==> src/rtl/vga_frame_painter_if.sv <==
// ---------------------------------------------------------------------------
// vga_frame_painter_if
// Pixel-write bus between the frame painter and the VGA adapter.
//   x, y     : target pixel coordinates
//   color    : pixel colour
//   writeEn  : one-cycle write strobe; x/y/color are valid while it is high
// Modports: master (painter drives the bus), slave (adapter consumes it).
// ---------------------------------------------------------------------------
interface vga_frame_painter_if #(
    parameter int XW      = 9,
    parameter int YW      = 8,
    parameter int COLOR_W = 3
);
    logic [XW-1:0]      x;
    logic [YW-1:0]      y;
    logic [COLOR_W-1:0] color;
    logic               writeEn;

    modport master (output x, output y, output color, output writeEn);
    modport slave  (input  x, input  y, input  color, input  writeEn);
endinterface

==> src/rtl/vga_frame_painter.sv <==
// ---------------------------------------------------------------------------
// vga_frame_painter
// On every V_SYNC falling edge paints one frame through the pixel-write bus:
// a full background from an external ROM, an optional NUM_DIGITS decimal
// readout of iValue from external glyph ROMs, then a clipped square cursor.
//
// Ports:
//   clk, iReset           clock, synchronous active-high reset
//   V_SYNC                vertical sync (active low); falling edge = frame start
//   iShowDigits, iValue   digit enable and value, latched at frame start
//   iMouseX, iMouseY      cursor centre, latched at frame start
//   oBgAddr / iBgPixel    background ROM (row-major, 1-cycle read latency)
//   oGlyphAddr / oGlyphDigit / iGlyphPixel  glyph ROM (1-cycle read latency)
//   pix                   pixel-write bus (x, y, color, writeEn)
//   oBusy                 frame in progress
//   oOverrun              one-cycle pulse when a frame start is dropped
//
// Build option: define VGA_GLYPH_TRANSPARENT_EN to suppress writes of black
// (zero) glyph pixels; the glyph phase keeps the same cycle count.
// ---------------------------------------------------------------------------
module vga_frame_painter #(
    parameter int H_RES        = 320,
    parameter int V_RES        = 240,
    parameter int COLOR_W      = 3,
    parameter int VALUE_W      = 12,
    parameter int NUM_DIGITS   = 4,
    parameter int GLYPH_W      = 18,
    parameter int GLYPH_H      = 18,
    parameter int DIGIT_X      = 120,
    parameter int DIGIT_Y      = 155,
    parameter int DIGIT_GAP    = 0,
    parameter int CURSOR_SIZE  = 4,
    parameter int CURSOR_COLOR = 0
) (
    input  logic                                 clk,
    input  logic                                 iReset,
    input  logic                                 V_SYNC,
    input  logic                                 iShowDigits,
    input  logic [VALUE_W-1:0]                   iValue,
    input  logic [$clog2(H_RES)-1:0]             iMouseX,
    input  logic [$clog2(V_RES)-1:0]             iMouseY,
    output logic [$clog2(H_RES*V_RES)-1:0]       oBgAddr,
    input  logic [COLOR_W-1:0]                   iBgPixel,
    output logic [$clog2(GLYPH_W*GLYPH_H)-1:0]   oGlyphAddr,
    output logic [3:0]                           oGlyphDigit,
    input  logic [COLOR_W-1:0]                   iGlyphPixel,
    vga_frame_painter_if.master                  pix,
    output logic                                 oBusy,
    output logic                                 oOverrun
);
    localparam int XW    = $clog2(H_RES);
    localparam int YW    = $clog2(V_RES);
    localparam int BGAW  = $clog2(H_RES * V_RES);
    localparam int GAW   = $clog2(GLYPH_W * GLYPH_H);
    localparam int GCW   = $clog2(GLYPH_W + 1);
    localparam int GRW   = $clog2(GLYPH_H + 1);
    localparam int CSW   = $clog2(CURSOR_SIZE + 1);
    localparam int DIW   = $clog2(NUM_DIGITS + 1);
    localparam int BCD_W = 4 * NUM_DIGITS;
    localparam int BCW   = $clog2(VALUE_W + 1);
    localparam int PITCH = GLYPH_W + DIGIT_GAP;
    localparam logic [63:0] MAX_VAL = 64'(10 ** NUM_DIGITS - 1);

    typedef enum logic [1:0] {ST_IDLE, ST_BG, ST_DIGITS, ST_CURSOR} state_t;
    typedef enum logic [1:0] {SRC_NONE, SRC_BG, SRC_GLYPH, SRC_CURSOR} src_t;

    // Digit i (0 = most significant); saturated values show all nines.
    function automatic logic [3:0] digit_at(input logic [BCD_W-1:0] b, input logic sat,
                                            input logic [DIW-1:0] idx);
        int lsb;
        lsb = (NUM_DIGITS - 1 - int'(idx)) * 4;
        return sat ? 4'd9 : b[lsb +: 4];
    endfunction

    // Index of the first digit to draw: leading zeros are skipped, the
    // least significant digit is always drawn.
    function automatic logic [DIW-1:0] first_digit(input logic [BCD_W-1:0] b, input logic sat);
        logic [DIW-1:0] f;
        f = DIW'(NUM_DIGITS - 1);
        for (int i = NUM_DIGITS - 2; i >= 0; i--) begin
            if (digit_at(b, sat, DIW'(i)) != 4'd0) f = DIW'(i);
        end
        return f;
    endfunction

    // One double-dabble step: add 3 to every digit >= 5, then shift in a bit.
    function automatic logic [BCD_W-1:0] dabble(input logic [BCD_W-1:0] b, input logic bit_in);
        logic [BCD_W-1:0] t;
        t = b;
        for (int k = 0; k < NUM_DIGITS; k++) begin
            if (t[4*k +: 4] >= 4'd5) t[4*k +: 4] = t[4*k +: 4] + 4'd3;
        end
        return {t[BCD_W-2:0], bit_in};
    endfunction

    state_t             r_state;
    logic               r_vsync_q, r_busy, r_overrun, r_show, r_dig_armed, r_sat;
    logic [XW-1:0]      r_px, r_mx;
    logic [YW-1:0]      r_py, r_my;
    logic [BGAW-1:0]    r_bg_addr;
    logic [GAW-1:0]     r_glyph_addr;
    logic [GCW-1:0]     r_gc;
    logic [GRW-1:0]     r_gr;
    logic [DIW-1:0]     r_dig_idx;
    logic [3:0]         r_glyph_digit;
    logic [15:0]        r_dig_x0;
    logic [CSW-1:0]     r_cc, r_cr;
    logic [VALUE_W-1:0] r_bin;
    logic [BCD_W-1:0]   r_bcd;
    logic [BCW-1:0]     r_bcd_cnt;
    logic [XW-1:0]      r_x;
    logic [YW-1:0]      r_y;
    logic               r_we;
    src_t               r_src;

    logic               w_frame_start, w_start, w_bcd_done;
    logic [DIW-1:0]     w_first;
    logic [15:0]        w_first_x0;
    logic               w_s0_valid, w_s0_we;
    src_t               w_s0_src;
    logic [XW-1:0]      w_s0_x;
    logic [YW-1:0]      w_s0_y;
    int                 w_cur_xi, w_cur_yi;
    logic [COLOR_W-1:0] w_color;
    logic               w_we;

    assign w_frame_start = r_vsync_q & ~V_SYNC;
    assign w_start       = w_frame_start & (r_state == ST_IDLE);
    assign w_bcd_done    = (r_bcd_cnt == BCW'(0));
    assign w_first       = first_digit(r_bcd, r_sat);
    assign w_first_x0    = 16'(DIGIT_X + int'(w_first) * PITCH);

    assign oBgAddr     = r_bg_addr;
    assign oGlyphAddr  = r_glyph_addr;
    assign oGlyphDigit = r_glyph_digit;
    assign oBusy       = r_busy;
    assign oOverrun    = r_overrun;
    assign pix.x       = r_x;
    assign pix.y       = r_y;
    assign pix.color   = w_color;
    assign pix.writeEn = w_we;

    // Sequential binary-to-BCD conversion, started at frame start.
    always_ff @(posedge clk) begin
        if (iReset) begin
            r_bin <= '0; r_bcd <= '0; r_bcd_cnt <= '0; r_sat <= 1'b0;
        end else if (w_start) begin
            r_bin     <= iValue;
            r_bcd     <= '0;
            r_bcd_cnt <= BCW'(VALUE_W);
            r_sat     <= (64'(iValue) > MAX_VAL);
        end else if (!w_bcd_done) begin
            r_bcd     <= dabble(r_bcd, r_bin[VALUE_W-1]);
            r_bin     <= r_bin << 1;
            r_bcd_cnt <= r_bcd_cnt - BCW'(1);
        end
    end

    // Frame FSM and stage-0 counters/addresses.
    always_ff @(posedge clk) begin
        if (iReset) begin
            r_state <= ST_IDLE; r_vsync_q <= 1'b1; r_busy <= 1'b0; r_overrun <= 1'b0;
            r_show <= 1'b0; r_mx <= '0; r_my <= '0; r_px <= '0; r_py <= '0;
            r_bg_addr <= '0; r_glyph_addr <= '0; r_gc <= '0; r_gr <= '0;
            r_dig_idx <= '0; r_glyph_digit <= 4'd0; r_dig_x0 <= 16'd0; r_dig_armed <= 1'b0;
            r_cc <= '0; r_cr <= '0;
        end else begin
            r_vsync_q <= V_SYNC;
            r_overrun <= w_frame_start & (r_state != ST_IDLE);
            r_busy    <= (r_state != ST_IDLE) | w_start;
            case (r_state)
                ST_IDLE: begin
                    if (w_start) begin
                        r_show <= iShowDigits; r_mx <= iMouseX; r_my <= iMouseY;
                        r_px <= '0; r_py <= '0; r_bg_addr <= '0;
                        r_state <= ST_BG;
                    end
                end
                ST_BG: begin
                    r_bg_addr <= r_bg_addr + BGAW'(1);
                    if (r_px == XW'(H_RES - 1)) begin
                        r_px <= '0;
                        if (r_py == YW'(V_RES - 1)) begin
                            r_py <= '0;
                            r_gc <= '0; r_gr <= '0; r_glyph_addr <= '0;
                            r_cc <= '0; r_cr <= '0;
                            // Digit selection is only trusted once conversion is done.
                            r_dig_armed   <= w_bcd_done;
                            r_dig_idx     <= w_first;
                            r_glyph_digit <= digit_at(r_bcd, r_sat, w_first);
                            r_dig_x0      <= w_first_x0;
                            r_state       <= r_show ? ST_DIGITS : ST_CURSOR;
                        end else begin
                            r_py <= r_py + YW'(1);
                        end
                    end else begin
                        r_px <= r_px + XW'(1);
                    end
                end
                ST_DIGITS: begin
                    if (!r_dig_armed) begin
                        if (w_bcd_done) begin
                            r_dig_armed   <= 1'b1;
                            r_dig_idx     <= w_first;
                            r_glyph_digit <= digit_at(r_bcd, r_sat, w_first);
                            r_dig_x0      <= w_first_x0;
                        end
                    end else begin
                        r_glyph_addr <= r_glyph_addr + GAW'(1);
                        if (r_gc == GCW'(GLYPH_W - 1)) begin
                            r_gc <= '0;
                            if (r_gr == GRW'(GLYPH_H - 1)) begin
                                r_gr <= '0;
                                r_glyph_addr <= '0;
                                if (r_dig_idx == DIW'(NUM_DIGITS - 1)) begin
                                    r_dig_armed <= 1'b0;
                                    r_state     <= ST_CURSOR;
                                end else begin
                                    r_dig_idx     <= r_dig_idx + DIW'(1);
                                    r_glyph_digit <= digit_at(r_bcd, r_sat, r_dig_idx + DIW'(1));
                                    r_dig_x0      <= r_dig_x0 + 16'(PITCH);
                                end
                            end else begin
                                r_gr <= r_gr + GRW'(1);
                            end
                        end else begin
                            r_gc <= r_gc + GCW'(1);
                        end
                    end
                end
                ST_CURSOR: begin
                    if (r_cc == CSW'(CURSOR_SIZE - 1)) begin
                        r_cc <= '0;
                        if (r_cr == CSW'(CURSOR_SIZE - 1)) begin
                            r_cr    <= '0;
                            r_state <= ST_IDLE;
                        end else begin
                            r_cr <= r_cr + CSW'(1);
                        end
                    end else begin
                        r_cc <= r_cc + CSW'(1);
                    end
                end
                default: r_state <= ST_IDLE;
            endcase
        end
    end

    // Stage 0: target pixel, source and write qualifier for the address issued now.
    always_comb begin
        w_s0_valid = 1'b0;
        w_s0_we    = 1'b0;
        w_s0_src   = SRC_NONE;
        w_s0_x     = '0;
        w_s0_y     = '0;
        // Cursor pixel in signed screen space so off-screen parts can be clipped.
        w_cur_xi   = int'(r_mx) - CURSOR_SIZE / 2 + int'(r_cc);
        w_cur_yi   = int'(r_my) - CURSOR_SIZE / 2 + int'(r_cr);
        case (r_state)
            ST_BG: begin
                w_s0_valid = 1'b1; w_s0_we = 1'b1; w_s0_src = SRC_BG;
                w_s0_x = r_px; w_s0_y = r_py;
            end
            ST_DIGITS: begin
                if (r_dig_armed) begin
                    w_s0_valid = 1'b1; w_s0_we = 1'b1; w_s0_src = SRC_GLYPH;
                    w_s0_x = XW'(int'(r_dig_x0) + int'(r_gc));
                    w_s0_y = YW'(DIGIT_Y + int'(r_gr));
                end else begin
                    w_s0_valid = 1'b0;
                end
            end
            ST_CURSOR: begin
                w_s0_valid = 1'b1; w_s0_src = SRC_CURSOR;
                w_s0_we = (w_cur_xi >= 0) && (w_cur_xi < H_RES) &&
                          (w_cur_yi >= 0) && (w_cur_yi < V_RES);
                w_s0_x = w_cur_xi[XW-1:0];
                w_s0_y = w_cur_yi[YW-1:0];
            end
            default: w_s0_valid = 1'b0;
        endcase
    end

    // Stage 1: register x/y/strobe so they line up with the ROM read data.
    always_ff @(posedge clk) begin
        if (iReset) begin
            r_x <= '0; r_y <= '0; r_we <= 1'b0; r_src <= SRC_NONE;
        end else begin
            r_x   <= w_s0_x;
            r_y   <= w_s0_y;
            r_we  <= w_s0_valid & w_s0_we;
            r_src <= w_s0_valid ? w_s0_src : SRC_NONE;
        end
    end

    // Colour source mux and final write strobe for stage 1.
    always_comb begin
        case (r_src)
            SRC_BG:     w_color = iBgPixel;
            SRC_GLYPH:  w_color = iGlyphPixel;
            SRC_CURSOR: w_color = COLOR_W'(CURSOR_COLOR);
            default:    w_color = '0;
        endcase
`ifdef VGA_GLYPH_TRANSPARENT_EN
        w_we = r_we & ~((r_src == SRC_GLYPH) && (iGlyphPixel == '0));
`else
        w_we = r_we;
`endif
    end
endmodule
==> src/flat_wrapper.sv <==
// flat-port wrapper written by rule: the top's interface ports become plain ports
module vga_frame_painter_flat 
#(
    parameter int H_RES        = 320,
    parameter int V_RES        = 240,
    parameter int COLOR_W      = 3,
    parameter int VALUE_W      = 12,
    parameter int NUM_DIGITS   = 4,
    parameter int GLYPH_W      = 18,
    parameter int GLYPH_H      = 18,
    parameter int DIGIT_X      = 120,
    parameter int DIGIT_Y      = 155,
    parameter int DIGIT_GAP    = 0,
    parameter int CURSOR_SIZE  = 4,
    parameter int CURSOR_COLOR = 0
)
  (clk, iReset, V_SYNC, iShowDigits, iValue, iMouseX, iMouseY, oBgAddr, iBgPixel, oGlyphAddr, oGlyphDigit, iGlyphPixel, oBusy, oOverrun, pix_x, pix_y, pix_color, pix_writeEn);
  vga_frame_painter_if #(.COLOR_W(COLOR_W)) pix_i ();
  input  logic clk;
  input  logic iReset;
  input  logic V_SYNC;
  input  logic iShowDigits;
  input  logic [VALUE_W-1:0] iValue;
  input  logic [$clog2(H_RES)-1:0] iMouseX;
  input  logic [$clog2(V_RES)-1:0] iMouseY;
  output logic [$clog2(H_RES*V_RES)-1:0] oBgAddr;
  input  logic [COLOR_W-1:0] iBgPixel;
  output logic [$clog2(GLYPH_W*GLYPH_H)-1:0] oGlyphAddr;
  output logic [3:0] oGlyphDigit;
  input  logic [COLOR_W-1:0] iGlyphPixel;
  output logic oBusy;
  output logic oOverrun;
  output wire logic [$bits(pix_i.x)-1:0] pix_x;
  output wire logic [$bits(pix_i.y)-1:0] pix_y;
  output wire logic [$bits(pix_i.color)-1:0] pix_color;
  output wire logic [$bits(pix_i.writeEn)-1:0] pix_writeEn;
  assign pix_x = pix_i.x;
  assign pix_y = pix_i.y;
  assign pix_color = pix_i.color;
  assign pix_writeEn = pix_i.writeEn;
  vga_frame_painter #(.H_RES(H_RES), .V_RES(V_RES), .COLOR_W(COLOR_W), .VALUE_W(VALUE_W), .NUM_DIGITS(NUM_DIGITS), .GLYPH_W(GLYPH_W), .GLYPH_H(GLYPH_H), .DIGIT_X(DIGIT_X), .DIGIT_Y(DIGIT_Y), .DIGIT_GAP(DIGIT_GAP), .CURSOR_SIZE(CURSOR_SIZE), .CURSOR_COLOR(CURSOR_COLOR)) u_core (.clk(clk), .iReset(iReset), .V_SYNC(V_SYNC), .iShowDigits(iShowDigits), .iValue(iValue), .iMouseX(iMouseX), .iMouseY(iMouseY), .oBgAddr(oBgAddr), .iBgPixel(iBgPixel), .oGlyphAddr(oGlyphAddr), .oGlyphDigit(oGlyphDigit), .iGlyphPixel(iGlyphPixel), .pix(pix_i), .oBusy(oBusy), .oOverrun(oOverrun));
endmodule
==> config.mk <==
export PLATFORM = sky130hd
export DESIGN_NAME = vga_frame_painter_flat
export DESIGN_NICKNAME = d
export VERILOG_FILES = /design/src/rtl/vga_frame_painter_if.sv /design/src/rtl/vga_frame_painter.sv /design/src/flat_wrapper.sv
export SDC_FILE = /design/constraint.sdc
export NUM_CORES = 1
export LEC_CHECK = 0
export CAP_MARGIN = 15
export CORE_ASPECT_RATIO = 1.2
export CORE_MARGIN = 10
export CORE_UTILIZATION = 57
export CTS_BUF_LIST = sky130_fd_sc_hd__clkbuf_8
export DETAILED_ROUTE_END_ITERATION = 7
export HOLD_SLACK_MARGIN = 0.1
export PLACE_DENSITY_LB_ADDON = 0.25
export SYNTH_ARGS = -nofsm -noshare
export SYNTH_HDL_FRONTEND = slang
export SYNTH_SLANG_ARGS = --single-unit
==> constraint.sdc <==
create_clock -name clk -period 4.61 [get_ports clk]
set_clock_uncertainty 0.05 [all_clocks]
set_input_delay 0.922 -clock clk [delete_from_list [all_inputs] [get_ports clk]]
set_output_delay 0.922 -clock clk [all_outputs]
set_load 0.03 [all_outputs]
# Yosys cells after proc, flatten, opt, wreduce, memory -nomap -nowiden
# Cells that the tools add are included.
# op_classes
n_addsub	24
n_mul	1
magnitude_cmp	8
eq_ne	26
n_shift	2
n_mux	95
bitwise	7
n_reduce_logical	25
# ops
operator	count
$mux W16	7
$mux W9	8
$add A32 B4 Y32	2
$ge A32 B1 Y1 const B	2
$mux W4	12
$mux W3	15
$pmux W9 S2	2
$mux W5	7
$pmux W17 S2	1
$lt A32 B10 Y1 const B	1
$lt A32 B9 Y1 const B	1
$mux W8	4
$pmux W16 S2	1
$shiftx A16 B6 Y4	2
$pmux W9 S3	1
$mux W12	2
$pmux W3 S2	4
$pmux W8 S3	1
$mux W2	10
$ne A2 B1 Y1 const B	10
$pmux W5 S2	2
$add A9 B1 Y9 const B	2
$add A17 B1 Y17 const B	1
$mux W17	1
45 further kinds	89
# word_totals
ff_bits	158
input_bits	39
wordCells	215

# Longest topological paths before layout
# depth
word_depth	9
ltp_mapped	16
ltp_nobuf	15

# Worst setup path after synthesis
# OpenSTA, ideal clock, no wires.
# synth_path
path_kind	flip-flop to flip-flop
startpoint	register u_core.r_mx[3]
endpoint	register u_core.r_we (netlist: u_core.pix.writeEn)
t_arrival_ns	3.563
required_ns	4.481
path_slack_ns	0.918
path_stages_with_launch	12
path_buffers	1
path_cell_list	dfxtp_1 buf_6 or4_4 nor4_1 nand3_1 ha_1 nand4b_1 nor4_1 o2111ai_1 nor4_1 o221ai_1 a211oi_2
# synth_via
elab_chain_cells	8
word_cells_on_any_way	9
cone_classes	add/sub: 2; order compare: 2; mux: 1; bitwise: 1; reduce/logical: 3
# synth_lines
item	line_no	rtl
start: declaration	vga_frame_painter.sv:98	logic [XW-1:0] r_px, r_mx;
start signal: assignment	vga_frame_painter.sv:174	r_show <= iShowDigits; r_mx <= iMouseX; r_my <= iMouseY;
$sub A9 B2 Y10 (*)	vga_frame_painter.sv:257	w_cur_xi = int'(r_mx) - CURSOR_SIZE / 2 + int'(r_cc);
$add A32 B4 Y32 (*)	vga_frame_painter.sv:257	
$ge A32 B1 Y1 or $lt A32 B10 Y1 (tied branches)	vga_frame_painter.sv:275	w_s0_we = (w_cur_xi >= 0) && (w_cur_xi < H_RES) &&
$logic_and A1 B1 Y1 (*) (2 in a row)	vga_frame_painter.sv:275	
$logic_and A1 B1 Y1 (*)	vga_frame_painter.sv:276	(w_cur_yi >= 0) && (w_cur_yi < V_RES);
$pmux W1 S3 (*)	vga_frame_painter.sv:259	case (r_state)
$and A1 B1 Y1 (*)	vga_frame_painter.sv:291	r_we <= w_s0_valid & w_s0_we;
end signal: assignment	vga_frame_painter.sv:291	
end: declaration	vga_frame_painter.sv:113	logic r_we;
# Every way passes the cells marked *; elsewhere a longest branch is shown, timed or not.
# A chain may end at the register's enable or synchronous reset.

# Final worst setup path
# layout_path
startpoint	register u_core.r_my[1]
endpoint	register u_core.r_we (netlist: u_core.pix.writeEn)
# layout_via
elab_chain_cells	7
word_cells_on_any_way	8
cone_classes	add/sub: 2; order compare: 2; mux: 1; bitwise: 1; reduce/logical: 2
# layout_lines
item	line_no	rtl
start: declaration	vga_frame_painter.sv:99	logic [YW-1:0] r_py, r_my;
start signal: assignment	vga_frame_painter.sv:174	
$sub A8 B2 Y9 (*)	vga_frame_painter.sv:258	w_cur_yi = int'(r_my) - CURSOR_SIZE / 2 + int'(r_cr);
$add A32 B4 Y32 (*)	vga_frame_painter.sv:258	
$ge A32 B1 Y1	vga_frame_painter.sv:276	
$logic_and A1 B1 Y1	vga_frame_painter.sv:275	
$logic_and A1 B1 Y1 (*)	vga_frame_painter.sv:276	
$pmux W1 S3 (*)	vga_frame_painter.sv:259	
$and A1 B1 Y1 (*)	vga_frame_painter.sv:291	
# Marked as above.

==> metrics.yaml <==
sta:
  hold_viol: 0
  fmax_mhz: 254.6
  timing.hold.ws_ns: 0.4092
  worst_pin_slew_ns: 0.8453
  relSlewSlack_pct: 43.64
  fin_crit_sh_pct: 85.19
  rsz0062_at_grt: "false"
  min_period_ns: 3.927
  slew_violations: 0
  fin_setup_tns_ns: 0
  worst_slack_ns: 0.6826
  setup_viol: 0
pwr:
  p_per_area_nw_per_um2: 463.3
  finalPower_mw: 4.663
  power.leakage_nw: 3.617
  vdd_drop_max_mv: 0.2579
logic_synthesis:
  synthTopCellsByCount: "dfxtp_1 (150), nand2_1 (136), nor2_1 (126), a21oi_1 (81), ha_1 (59)"
  synth_cells: 1071
  synthTopCellsByArea: "dfxtp_1 (35%), ha_1 (8.6%), nand2_1 (5.9%)"
  post-synth-top-count-cell: "dfxtp_1"
  mappedNetlistNets: 1171
  yosysSeqAreaShare_pct: 34.79
  syn_area_um2: 8631
  synth_warnings: 0
  synthFlopType: "dfxtp_1"
  ys_ff_latch: 150
  synth_cell_types: 76
  synth_area_leader_cell: "dfxtp_1"
  async_reset_ff_share_pct: 0
  synth_enable_flop_cells: 0
  synth_top_area_share_pct: 34.79
  synth_area_per_cell_um2: 8.059
global_route:
  grt_util_met1_pct: 24.65
  grt_max_degree: 45
  overflow: 0
  grtUsageTotal_pct: 21.11
  grt.met2_usage_pct: 36.32
  antenna_found_initial: 0
  groute.layer.met3.usage_pct: 4.018
  top_usage_layer: "met2"
  grt_pass1_vias: 7527
  grt_first_pass_wirelength_um: 36470
floorplan:
  std_cell_rows: 49
  core_region_area_um2: 14900
  start_util_pct: 57.93
  io_pins: 92
  dieArea_um2: 20480
  die_x_um: 132.3
  dieHeight_um: 154.8
run_status:
  status: "finished clean"
cts:
  clk_pin_slew_ns: 0.09
  cts_max_path_buffers: 2
  cts_hold_buf: 0
  postCtsSetupRepairBufs: 0
  clk_latency_ns: 0.47
  cts_tree: "built"
  cts_made_buffers: 17
  clock-sinks: 150
  root_buffer: "clkbuf_8"
  cts_max_level: 4
  ctsResizeCount: 0
setup_path:
  critPathMostFrequentCell: "ha_1"
  arrival_ns: 4.27
  crit_path_max_incr_delay_ns: 0.49
  crit_family: "simple AND/OR/NAND/NOR gates"
  cp_max_fo: 8
  cp.required_ns: 4.95
  cp_num_buf_inv: 2
  crit_chain: "inv_1, ha_1, inv_1, ha_1, nor2b_1, o221ai_1, nand2_1, nand3_1, ha_1, nor4bb_1, nand4_1, nor4_1, o221ai_1, a211oi_2"
  startpoint_type: "register"
  critPathKind: "register to register"
  critPathCaptureType: "register"
  slowest_stage: "dfxtp_1"
detailed_routing:
  routedWlPerCell_um: 16.09
  drt-vias-per-instance: 5.795
  dr.pass1.iters: 8
  drcViolationCount: 0
  drtIter0Drc: 681
  drt-total-wl_um: 21740
  ant_nets: 0
  vias: 7829
cells_and_area:
  insertedDiodeCount: 0
  instances_no_fill: 1351
  syn_to_final_growth_pct: 16.61
  drive_gt1_share_pct: 5.318
  finalNetCount: 1234
  n_fill_cell: 1263
  post-route-util_pct: 67.56
  design_area_um2: 10060
job:
  max_cap_viol_count: 0
hold_path:
  hold_path_class: "register to register"
placement:
  gp_congestion: 0.9111
  place_hpwl_um: 15770
  place_inst: 1319
  placedInstanceArea_um2: 9658
  io_buffers: 91
  post-place-ws_ns: 0.7970
flip-flops by register name, indices dropped and copies added (netlist names), 9 cells and up:
signal	cells
u_core.oBgAddr	17
u_core.r_bcd	16
u_core.r_bin	12
u_core.oGlyphAddr	9
u_core.pix.x	9
u_core.r_mx	9
u_core.r_px	9
placed cells by master, fill, tap and decap left out, types with 6 or more instances in the layout:
cell | netlist | final
a211oi_1 | 9 | 9
a21o_1 | 8 | 8
a21oi_1 | 81 | 81
a222oi_1 | 8 | 8
a22oi_1 | 6 | 6
a311oi_1 | 13 | 13
and3_1 | 9 | 9
buf_4 | 0 | 11
clkbuf_8 | 0 | 19
clkdlybuf4s50_1 | 0 | 90
dfxtp_1 | 150 | 150
ha_1 | 59 | 59
inv_1 | 39 | 40
nand2_1 | 136 | 136
nand2b_1 | 19 | 19
nand3_1 | 43 | 43
nand3b_1 | 7 | 7
nand4_1 | 19 | 19
nor2_1 | 126 | 126
nor2b_1 | 6 | 6
nor3_1 | 22 | 22
nor3b_1 | 11 | 10
o211ai_1 | 10 | 10
o21a_1 | 7 | 7
o21ai_0 | 42 | 42
or3_1 | 7 | 7
or4_1 | 6 | 6
xnor2_1 | 36 | 36
xor2_1 | 35 | 35
power by group:
| part | leakage (nW) | internal (mW) | switching [mW] |
|---|---|---|---|
| logic | 2.20 | 0.744 | 1.23 |
| clock network | 0.198 | 0.514 | 0.523 |
| registers | 1.22 | 1.46 | 0.195 |
layer usage:
layer / share of wire (%) / up-vias
met4: 3.2 / 0
met2: 49 / 206
met3: 4.8 / 50
li1: - / 3932
met5: 0 / -
met1: 43 / 3641
final timing paths:
kind / endpoint / start / cells past startpoint / slack, ns
min: u_core.r_dig_idx[2] / u_core.r_dig_idx[2] / 2 / 0.41
min reg2reg: u_core.r_dig_idx[2] / u_core.r_dig_idx[2] / 2 / 0.41
max reg2reg: u_core.pix.writeEn / u_core.r_my[1] / 14 / 0.68
max: u_core.pix.writeEn / u_core.r_my[1] / 14 / 0.68
worst register-to-register path, delay by kind of cell, from the launching register on:
family,cells,cell delay [ns]
flops,1,0.49
buf+inv,2,0.18
simple gates,6,1.50
compound gates,3,0.66
fa+ha+maj,3,0.98
layout make-up:
type / instances / area (um^2) / area share (%)
clock buffers: 19 / 261.5 / 2.598
well taps: 204 / 255.2 / 2.536
inverters: 39 / 146.4 / 1.454
flip-flops and latches: 150 / 3003 / 29.84
clock inverters: 13 / 145.1 / 1.442
multi-input cells: 824 / 5265 / 52.31
repair buffers: 102 / 988.4 / 9.821
cell families after synthesis:
family          synth area share [%]
mux                            1.754
buf+inv                        4.334
flops                          34.79
xor+xnor                       7.205
fa+ha+maj                      9.017
simple gates                   24.67
compound gates                 18.22
(Power assumes the default switching activity.)
